**src/rtl/branch_predict_unit_if.sv**
```systemverilog
// ============================================================================
// Module      : branch_predict_unit_if
// Description : Fetch-lookup and execute-resolution bundle between the core
//               pipeline (master) and the branch predictor (slave).
// Revision    : 1.0 - initial release
// ============================================================================
`default_nettype none

interface branch_predict_unit_if #(
   parameter int WIDTH = 32
);
   // Fetch-stage lookup
   logic [WIDTH-1:0] f_pc;
   logic             f_pred_taken;
   logic [WIDTH-1:0] f_pred_target;

   // Execute-stage resolution
   logic             x_valid;
   logic [WIDTH-1:0] x_pc;
   logic             x_is_branch;
   logic             x_is_jump;
   logic             x_taken;
   logic [WIDTH-1:0] x_target;
   logic             x_pred_taken;
   logic [WIDTH-1:0] x_pred_target;

   // Recovery and statistics
   logic             redirect;
   logic [WIDTH-1:0] redirect_pc;
   logic [31:0]      stat_branches;
   logic [31:0]      stat_mispredicts;

   modport master (
      output f_pc, x_valid, x_pc, x_is_branch, x_is_jump, x_taken,
             x_target, x_pred_taken, x_pred_target,
      input  f_pred_taken, f_pred_target, redirect, redirect_pc,
             stat_branches, stat_mispredicts
   );

   modport slave (
      input  f_pc, x_valid, x_pc, x_is_branch, x_is_jump, x_taken,
             x_target, x_pred_taken, x_pred_target,
      output f_pred_taken, f_pred_target, redirect, redirect_pc,
             stat_branches, stat_mispredicts
   );
endinterface

`default_nettype wire

```
**src/rtl/branch_predict_unit.sv**
```systemverilog
// ============================================================================
// Module      : branch_predict_unit
// Description : Direct-mapped BTB with per-entry saturating direction
//               counters. Combinational fetch prediction, same-cycle
//               mispredict detection at execute, BTB update on the next edge.
// Revision    : 1.0 - initial release
// ============================================================================
`default_nettype none

module branch_predict_unit #(
   parameter int WIDTH     = 32,
   parameter int BTB_DEPTH = 16,
   parameter int CTR_BITS  = 2
) (
   input  wire logic            i_clk,
   input  wire logic            i_rst,
   branch_predict_unit_if.slave bus
);
   localparam int IDX   = $clog2(BTB_DEPTH);
   localparam int TAG_W = WIDTH - IDX;

   localparam logic [CTR_BITS-1:0] c_CTR_MAX  = {CTR_BITS{1'b1}};
   localparam logic [CTR_BITS-1:0] c_CTR_WEAK = CTR_BITS'(1) << (CTR_BITS - 1);
   localparam logic [31:0]         c_STAT_MAX = 32'hFFFF_FFFF;

   // BTB storage; tag and target carry no reset since valid gates their use
   logic                r_valid  [BTB_DEPTH];
   logic [TAG_W-1:0]    r_tag    [BTB_DEPTH];
   logic [WIDTH-1:0]    r_target [BTB_DEPTH];
   logic [CTR_BITS-1:0] r_ctr    [BTB_DEPTH];
   logic                r_jmp    [BTB_DEPTH];

   logic [31:0]         r_stat_br;
   logic [31:0]         r_stat_mis;

   // Fetch lookup port
   logic [IDX-1:0]      w_f_idx;
   logic                w_f_hit;
   logic                w_f_taken;

   assign w_f_idx   = bus.f_pc[IDX-1:0];
   assign w_f_hit   = r_valid[w_f_idx] && (r_tag[w_f_idx] == bus.f_pc[WIDTH-1:IDX]);
   assign w_f_taken = w_f_hit && (r_jmp[w_f_idx] || r_ctr[w_f_idx][CTR_BITS-1]);

   assign bus.f_pred_taken  = w_f_taken;
   assign bus.f_pred_target = w_f_taken ? r_target[w_f_idx] : '0;

   // Execute lookup port and resolution
   logic [IDX-1:0]      w_x_idx;
   logic                w_x_hit;
   logic                w_ctl;
   logic                w_act_taken;
   logic                w_redirect;
   logic [WIDTH-1:0]    w_next_pc;
   logic [CTR_BITS-1:0] w_ctr_cur;
   logic [CTR_BITS-1:0] w_ctr_next;

   assign w_x_idx     = bus.x_pc[IDX-1:0];
   assign w_x_hit     = r_valid[w_x_idx] && (r_tag[w_x_idx] == bus.x_pc[WIDTH-1:IDX]);
   assign w_ctl       = bus.x_valid && (bus.x_is_branch || bus.x_is_jump);
   assign w_act_taken = w_ctl && bus.x_taken;
   assign w_redirect  = bus.x_valid &&
                        ((bus.x_pred_taken != w_act_taken) ||
                         (w_act_taken && (bus.x_pred_target != bus.x_target)));
   assign w_next_pc   = w_act_taken ? bus.x_target : (bus.x_pc + WIDTH'(1));
   assign w_ctr_cur   = r_ctr[w_x_idx];

   // Saturating step of the resolved entry's direction counter
   always_comb begin
      w_ctr_next = w_ctr_cur;
      if (w_act_taken) begin
         if (w_ctr_cur != c_CTR_MAX) w_ctr_next = w_ctr_cur + CTR_BITS'(1);
      end else begin
         if (w_ctr_cur != '0)        w_ctr_next = w_ctr_cur - CTR_BITS'(1);
      end
   end

   assign bus.redirect         = w_redirect;
   assign bus.redirect_pc      = w_redirect ? w_next_pc : '0;
   assign bus.stat_branches    = r_stat_br;
   assign bus.stat_mispredicts = r_stat_mis;

   // BTB train / allocate / alias-invalidate; reset wipes all learned state
   always_ff @(posedge i_clk) begin
      if (i_rst) begin
         for (int i = 0; i < BTB_DEPTH; i++) begin
            r_valid[i] <= 1'b0;
            r_ctr[i]   <= '0;
            r_jmp[i]   <= 1'b0;
         end
      end else if (bus.x_valid) begin
         if (w_ctl && w_x_hit) begin
            r_ctr[w_x_idx] <= w_ctr_next;
            r_jmp[w_x_idx] <= bus.x_is_jump;
            if (w_act_taken) r_target[w_x_idx] <= bus.x_target;
         end else if (w_ctl && w_act_taken) begin
            r_valid[w_x_idx]  <= 1'b1;
            r_tag[w_x_idx]    <= bus.x_pc[WIDTH-1:IDX];
            r_target[w_x_idx] <= bus.x_target;
            r_jmp[w_x_idx]    <= bus.x_is_jump;
            r_ctr[w_x_idx]    <= c_CTR_WEAK;
         end else if (!w_ctl && bus.x_pred_taken && w_x_hit) begin
            // Non-control instruction aliased onto a taken entry: evict it
            r_valid[w_x_idx] <= 1'b0;
         end
      end
   end

   // Saturating performance counters
   always_ff @(posedge i_clk) begin
      if (i_rst) begin
         r_stat_br  <= '0;
         r_stat_mis <= '0;
      end else begin
         if (w_ctl && (r_stat_br != c_STAT_MAX))       r_stat_br  <= r_stat_br + 32'd1;
         if (w_redirect && (r_stat_mis != c_STAT_MAX)) r_stat_mis <= r_stat_mis + 32'd1;
      end
   end
endmodule

`default_nettype wire

```
**src/flat_wrapper.sv**
```systemverilog
// flat-port wrapper written by rule: the top's interface ports become plain ports
module branch_predict_unit_flat 
#(
   parameter int WIDTH     = 32,
   parameter int BTB_DEPTH = 16,
   parameter int CTR_BITS  = 2
)
  (i_clk, i_rst, bus_f_pc, bus_x_valid, bus_x_pc, bus_x_is_branch, bus_x_is_jump, bus_x_taken, bus_x_target, bus_x_pred_taken, bus_x_pred_target, bus_f_pred_taken, bus_f_pred_target, bus_redirect, bus_redirect_pc, bus_stat_branches, bus_stat_mispredicts);
  branch_predict_unit_if #(.WIDTH(WIDTH)) bus_i ();
  input  wire logic i_clk;
  input  wire logic i_rst;
  input wire logic [$bits(bus_i.f_pc)-1:0] bus_f_pc;
  input wire logic [$bits(bus_i.x_valid)-1:0] bus_x_valid;
  input wire logic [$bits(bus_i.x_pc)-1:0] bus_x_pc;
  input wire logic [$bits(bus_i.x_is_branch)-1:0] bus_x_is_branch;
  input wire logic [$bits(bus_i.x_is_jump)-1:0] bus_x_is_jump;
  input wire logic [$bits(bus_i.x_taken)-1:0] bus_x_taken;
  input wire logic [$bits(bus_i.x_target)-1:0] bus_x_target;
  input wire logic [$bits(bus_i.x_pred_taken)-1:0] bus_x_pred_taken;
  input wire logic [$bits(bus_i.x_pred_target)-1:0] bus_x_pred_target;
  output wire logic [$bits(bus_i.f_pred_taken)-1:0] bus_f_pred_taken;
  output wire logic [$bits(bus_i.f_pred_target)-1:0] bus_f_pred_target;
  output wire logic [$bits(bus_i.redirect)-1:0] bus_redirect;
  output wire logic [$bits(bus_i.redirect_pc)-1:0] bus_redirect_pc;
  output wire logic [$bits(bus_i.stat_branches)-1:0] bus_stat_branches;
  output wire logic [$bits(bus_i.stat_mispredicts)-1:0] bus_stat_mispredicts;
  assign bus_i.f_pc = bus_f_pc;
  assign bus_i.x_valid = bus_x_valid;
  assign bus_i.x_pc = bus_x_pc;
  assign bus_i.x_is_branch = bus_x_is_branch;
  assign bus_i.x_is_jump = bus_x_is_jump;
  assign bus_i.x_taken = bus_x_taken;
  assign bus_i.x_target = bus_x_target;
  assign bus_i.x_pred_taken = bus_x_pred_taken;
  assign bus_i.x_pred_target = bus_x_pred_target;
  assign bus_f_pred_taken = bus_i.f_pred_taken;
  assign bus_f_pred_target = bus_i.f_pred_target;
  assign bus_redirect = bus_i.redirect;
  assign bus_redirect_pc = bus_i.redirect_pc;
  assign bus_stat_branches = bus_i.stat_branches;
  assign bus_stat_mispredicts = bus_i.stat_mispredicts;
  branch_predict_unit #(.WIDTH(WIDTH), .BTB_DEPTH(BTB_DEPTH), .CTR_BITS(CTR_BITS)) u_core (.i_clk(i_clk), .i_rst(i_rst), .bus(bus_i));
endmodule
```
**config.mk**
```make
export PLATFORM = sky130hd
export DESIGN_NAME = branch_predict_unit_flat
export DESIGN_NICKNAME = d
export VERILOG_FILES = /design/src/rtl/branch_predict_unit_if.sv /design/src/rtl/branch_predict_unit.sv /design/src/flat_wrapper.sv
export SDC_FILE = /design/constraint.sdc
export NUM_CORES = 1
export LEC_CHECK = 0
export BUFFER_PORTS_ARGS = -buffer_cell sky130_fd_sc_hd__buf_4
export CAP_MARGIN = 20
export CORE_MARGIN = 3
export CORE_UTILIZATION = 50
export DETAILED_ROUTE_END_ITERATION = 7
export HOLD_SLACK_MARGIN = 0.1
export PLACE_DENSITY = 0.7
export SYNTH_ARGS = -nofsm -noshare
export SYNTH_HDL_FRONTEND = slang
export SYNTH_SLANG_ARGS = --single-unit
```
**constraint.sdc**
```tcl
create_clock -name i_clk -period 4.1 [get_ports i_clk]
set_input_delay 0.205 -clock i_clk [delete_from_list [all_inputs] [get_ports i_clk]]
set_output_delay 0.205 -clock i_clk [all_outputs]
set_load 0.01 [all_outputs]
```
==> metrics.yaml <==
worst_setup_path:
  rr_startpoint: "u_core.r_tag[12][27]"
  start_kind: "flop"
  rr_worst_depth: 10
  rr_endpoint: "u_core.r_ctr[5][0]"
  cp.arrival_ns: 4.05
  r2r_slack_ns: 0.30
  cp.required_ns: 3.89
  endpoint_kind: "output pin"
  endpoint: "bus_f_pred_target[25]"
  critical_path_class: "reg -> out"
  critical_path.startpoint: "u_core.r_tag[12][4]"
  worst-path-max-fanout: 33
timing:
  report.final.slew_viol_count: 0
  tightest_slew_ns: 1.08
  setup_violations: 33
  hold_violations: 0
  period_minus_slack_ns: 4.26
  fmax_ghz: 0.235
  slew-limit-headroom: 0.276
  fin_ws_ns: -0.158
  whs_ns: 0.288
  rsz0062_at_grt: "yes"
  fin_crit_sh: 1.04
  skew_ns: 0.0359
finish:
  nets: 3208
  multiInputGateArea_sq_mm: 0.0157
  fin_cells: 4423
  most-common-layout-cells: "edfxtp_1, mux4_2, buf_4"
  area_growth_pct: 19.2
  final_common_cell: "edfxtp_1"
  seqCellArea_sq_mm: 0.0320
  post-route-cell-area_sq_mm: 0.0574
  fillers: 6825
  drive_gt1_frac: 0.334
power_and_ir_drop:
  vdd_drop_max_mv: 0.397
  powerDensity_mw_per_mm2: 426
  power.leakage_nw: 19.0
  p_total_mw: 24.5
synth:
  synthArstFlopShare: 0
  yosysWarnings: 0
  synth_area_per_cell_sq_um: 18.3
  synth_cells: 2641
  synth_area_leaders: "edfxtp_1, mux4_2, dfxtp_1, xor2_1, mux2i_1"
  synth-main-ff-cell: "edfxtp_1"
  synth_nets: 2782
  synth_area_sq_mm: 0.0482
  yosysTopAreaCellShare: 0.638
  synth-edff-count: 1024
  ys_types: 67
  ys_seq_area_frac: 0.664
  ys_ff_latch: 1088
  synth_top_area_cell: "edfxtp_1"
placement:
  place_ws_ns: -0.0759
  gp_congestion: 0.922
  placedInstanceArea_sq_mm: 0.0530
  port_buffers: 264
  dpl.hpwl_um: 86700
  post-place-cells: 4157
floorplan:
  die_area_sq_mm: 0.100
  die_w_um: 317
  start_util: 0.506
  core_area_sq_mm: 0.0953
  rows: 113
  pin_count: 265
  die_h_um: 317
clocking:
  cts_buffers: 109
  clock_latency_ns: 0.71
  clockBufferDepth: 3
  cts.clk_slew.worst_paths_ns: 0.06
  cts_htree_levels: 3
  cts-root-buf: "clkbuf_16"
  cts_tree: "yes"
  clock-sinks: 1088
grt:
  use_met1: 0.376
  grt_usage: 0.275
  grt_pass1_wl_um: 198000
  grt-ovfl-total: 0
  grt_busiest_layer: "met2"
  grt_start_max_net_pins: 99
  grt_pass1_vias: 28700
  antenna_found_initial: 9
  grt_use_met3: 0.0646
  use_met2: 0.441
drt:
  vias_per_cell: 6.49
  wire_per_inst_um: 31.0
  drcViolationCount: 0
  first_pass_iters: 5
  vias: 28700
  first_iter_violations: 4260
  wl_um: 137000
  ant_nets: 0
job:
  drv_cap: 0
outcome:
  violations: "setup timing"
  status: "complete, but fails checks"
min_path:
  hold_path_depth: 5
  min-delay-start: "bus_x_valid"
  holdCritPathClass: "in -> reg"
cell usage after synthesis, drive strengths merged, types with 2 or more instances:
cell and count:
edfxtp 1024, mux4 385, nor2 183, xor2 114, mux2i 99, buf 84, clkbuf 81, nand2 71
dfxtp 64, xnor2 56, nor3 46, nand3 43, nor2b 39, a211oi 34, o21bai 32, a22oi 29
nand4 28, o21ai 26, and3 19, mux2 18, nor4 17, a21oi 15, and4 14, a22o 11
inv 11, o211ai 11, and2 10, o22ai 10, nand2b 8, ha 6, or3 5, a21o 4
a221oi 4, o31ai 4, a2111oi 3, nor3b 3, o21a 3, o221ai 3, a211o 2, a21boi 2
a221o 2, and3b 2, o311ai 2
sequential cells by signal (all words and copies together) (netlist names):
name                         flops
u_core.r_ctr                    32
u_core.bus.stat_mispredicts     32
u_core.r_tag                   448
u_core.r_target                512
u_core.r_valid                  16
u_core.bus.stat_branches        32
u_core.r_jmp                    16
layout make-up:
cell class	instances	area share
diodes	4	0.000174
clock buffers	121	0.0483
clock inverters	77	0.0157
inverters	11	0.000719
multi-input cells	1377	0.273
flip-flops and latches	1088	0.558
well taps	1265	0.0276
repair buffers	480	0.0766
logic make-up after synthesis:
logic type / count (synthesis) / synth area share
xor gates and xnor gates: 170 / 0.0309
and+or+nand+nor: 495 / 0.0503
muxes: 502 / 0.205
DFF: 1088 / 0.664
adders and majority gates: 6 / 0.00156
AOI/OAI and AO/OA: 204 / 0.0313
buffers and inverters: 176 / 0.0169
report_power, final:
| part | switching, mW | total (mW) | internal (mW) |
|---|---|---|---|
| Sequential | 0.0383 | 12.3 | 12.2 |
| Clock | 4.24 | 10.2 | 6.01 |
| Combinational | 1.11 | 1.97 | 0.864 |
metrics by stage:
step                      setup TNS [ns]  utilization
after floorplan                   -12.49            -
after global placement            -0.242        0.557
after detailed placement           -1.42        0.557
after CTS                          -6.36        0.602
after global routing               -7.01        0.603
final                              -4.15        0.603
critical path, cell delays in order, from the launching register on:
cell and delay [ns]:
edfxtp_1 0.40, mux4_2 0.49, mux4_2 0.55, xnor2_4 0.20, o211ai_1 0.13, nor4_2 0.33, buf_4 0.16, nand4_1 0.20
or3_4 0.41, buf_12 0.18, nor2b_2 0.15, buf_4 0.13
how the worst min path moves through the flow:
stage | to | slack [ns]
floorplan | u_core.r_tag[0][0] | 0.30
global placement | u_core.r_tag[4][19] | 0.47
detailed placement | u_core.r_tag[5][19] | 0.47
CTS | u_core.bus.stat_branches[24] | 0.22
global route | u_core.r_tag[4][19] | 0.31
finish | u_core.bus.stat_branches[24] | 0.29
timing repair:
action | CTS | global route
pin swaps | 4 | 2
endpoints found under the setup margin | 33 | 65
resized for setup | 13 | 5
setup buffers | 0 | 2
endpoints found under the hold margin | 961 | 0
hold buffers | 61 | 0
layer usage:
metal / up-vias / share of wire
li1: 11700 / -
met1: 14900 / 0.37
met4: 8 / 0.029
met2: 1842 / 0.48
met5: - / 0.00038
met3: 284 / 0.11
(Power assumes the default switching activity.)
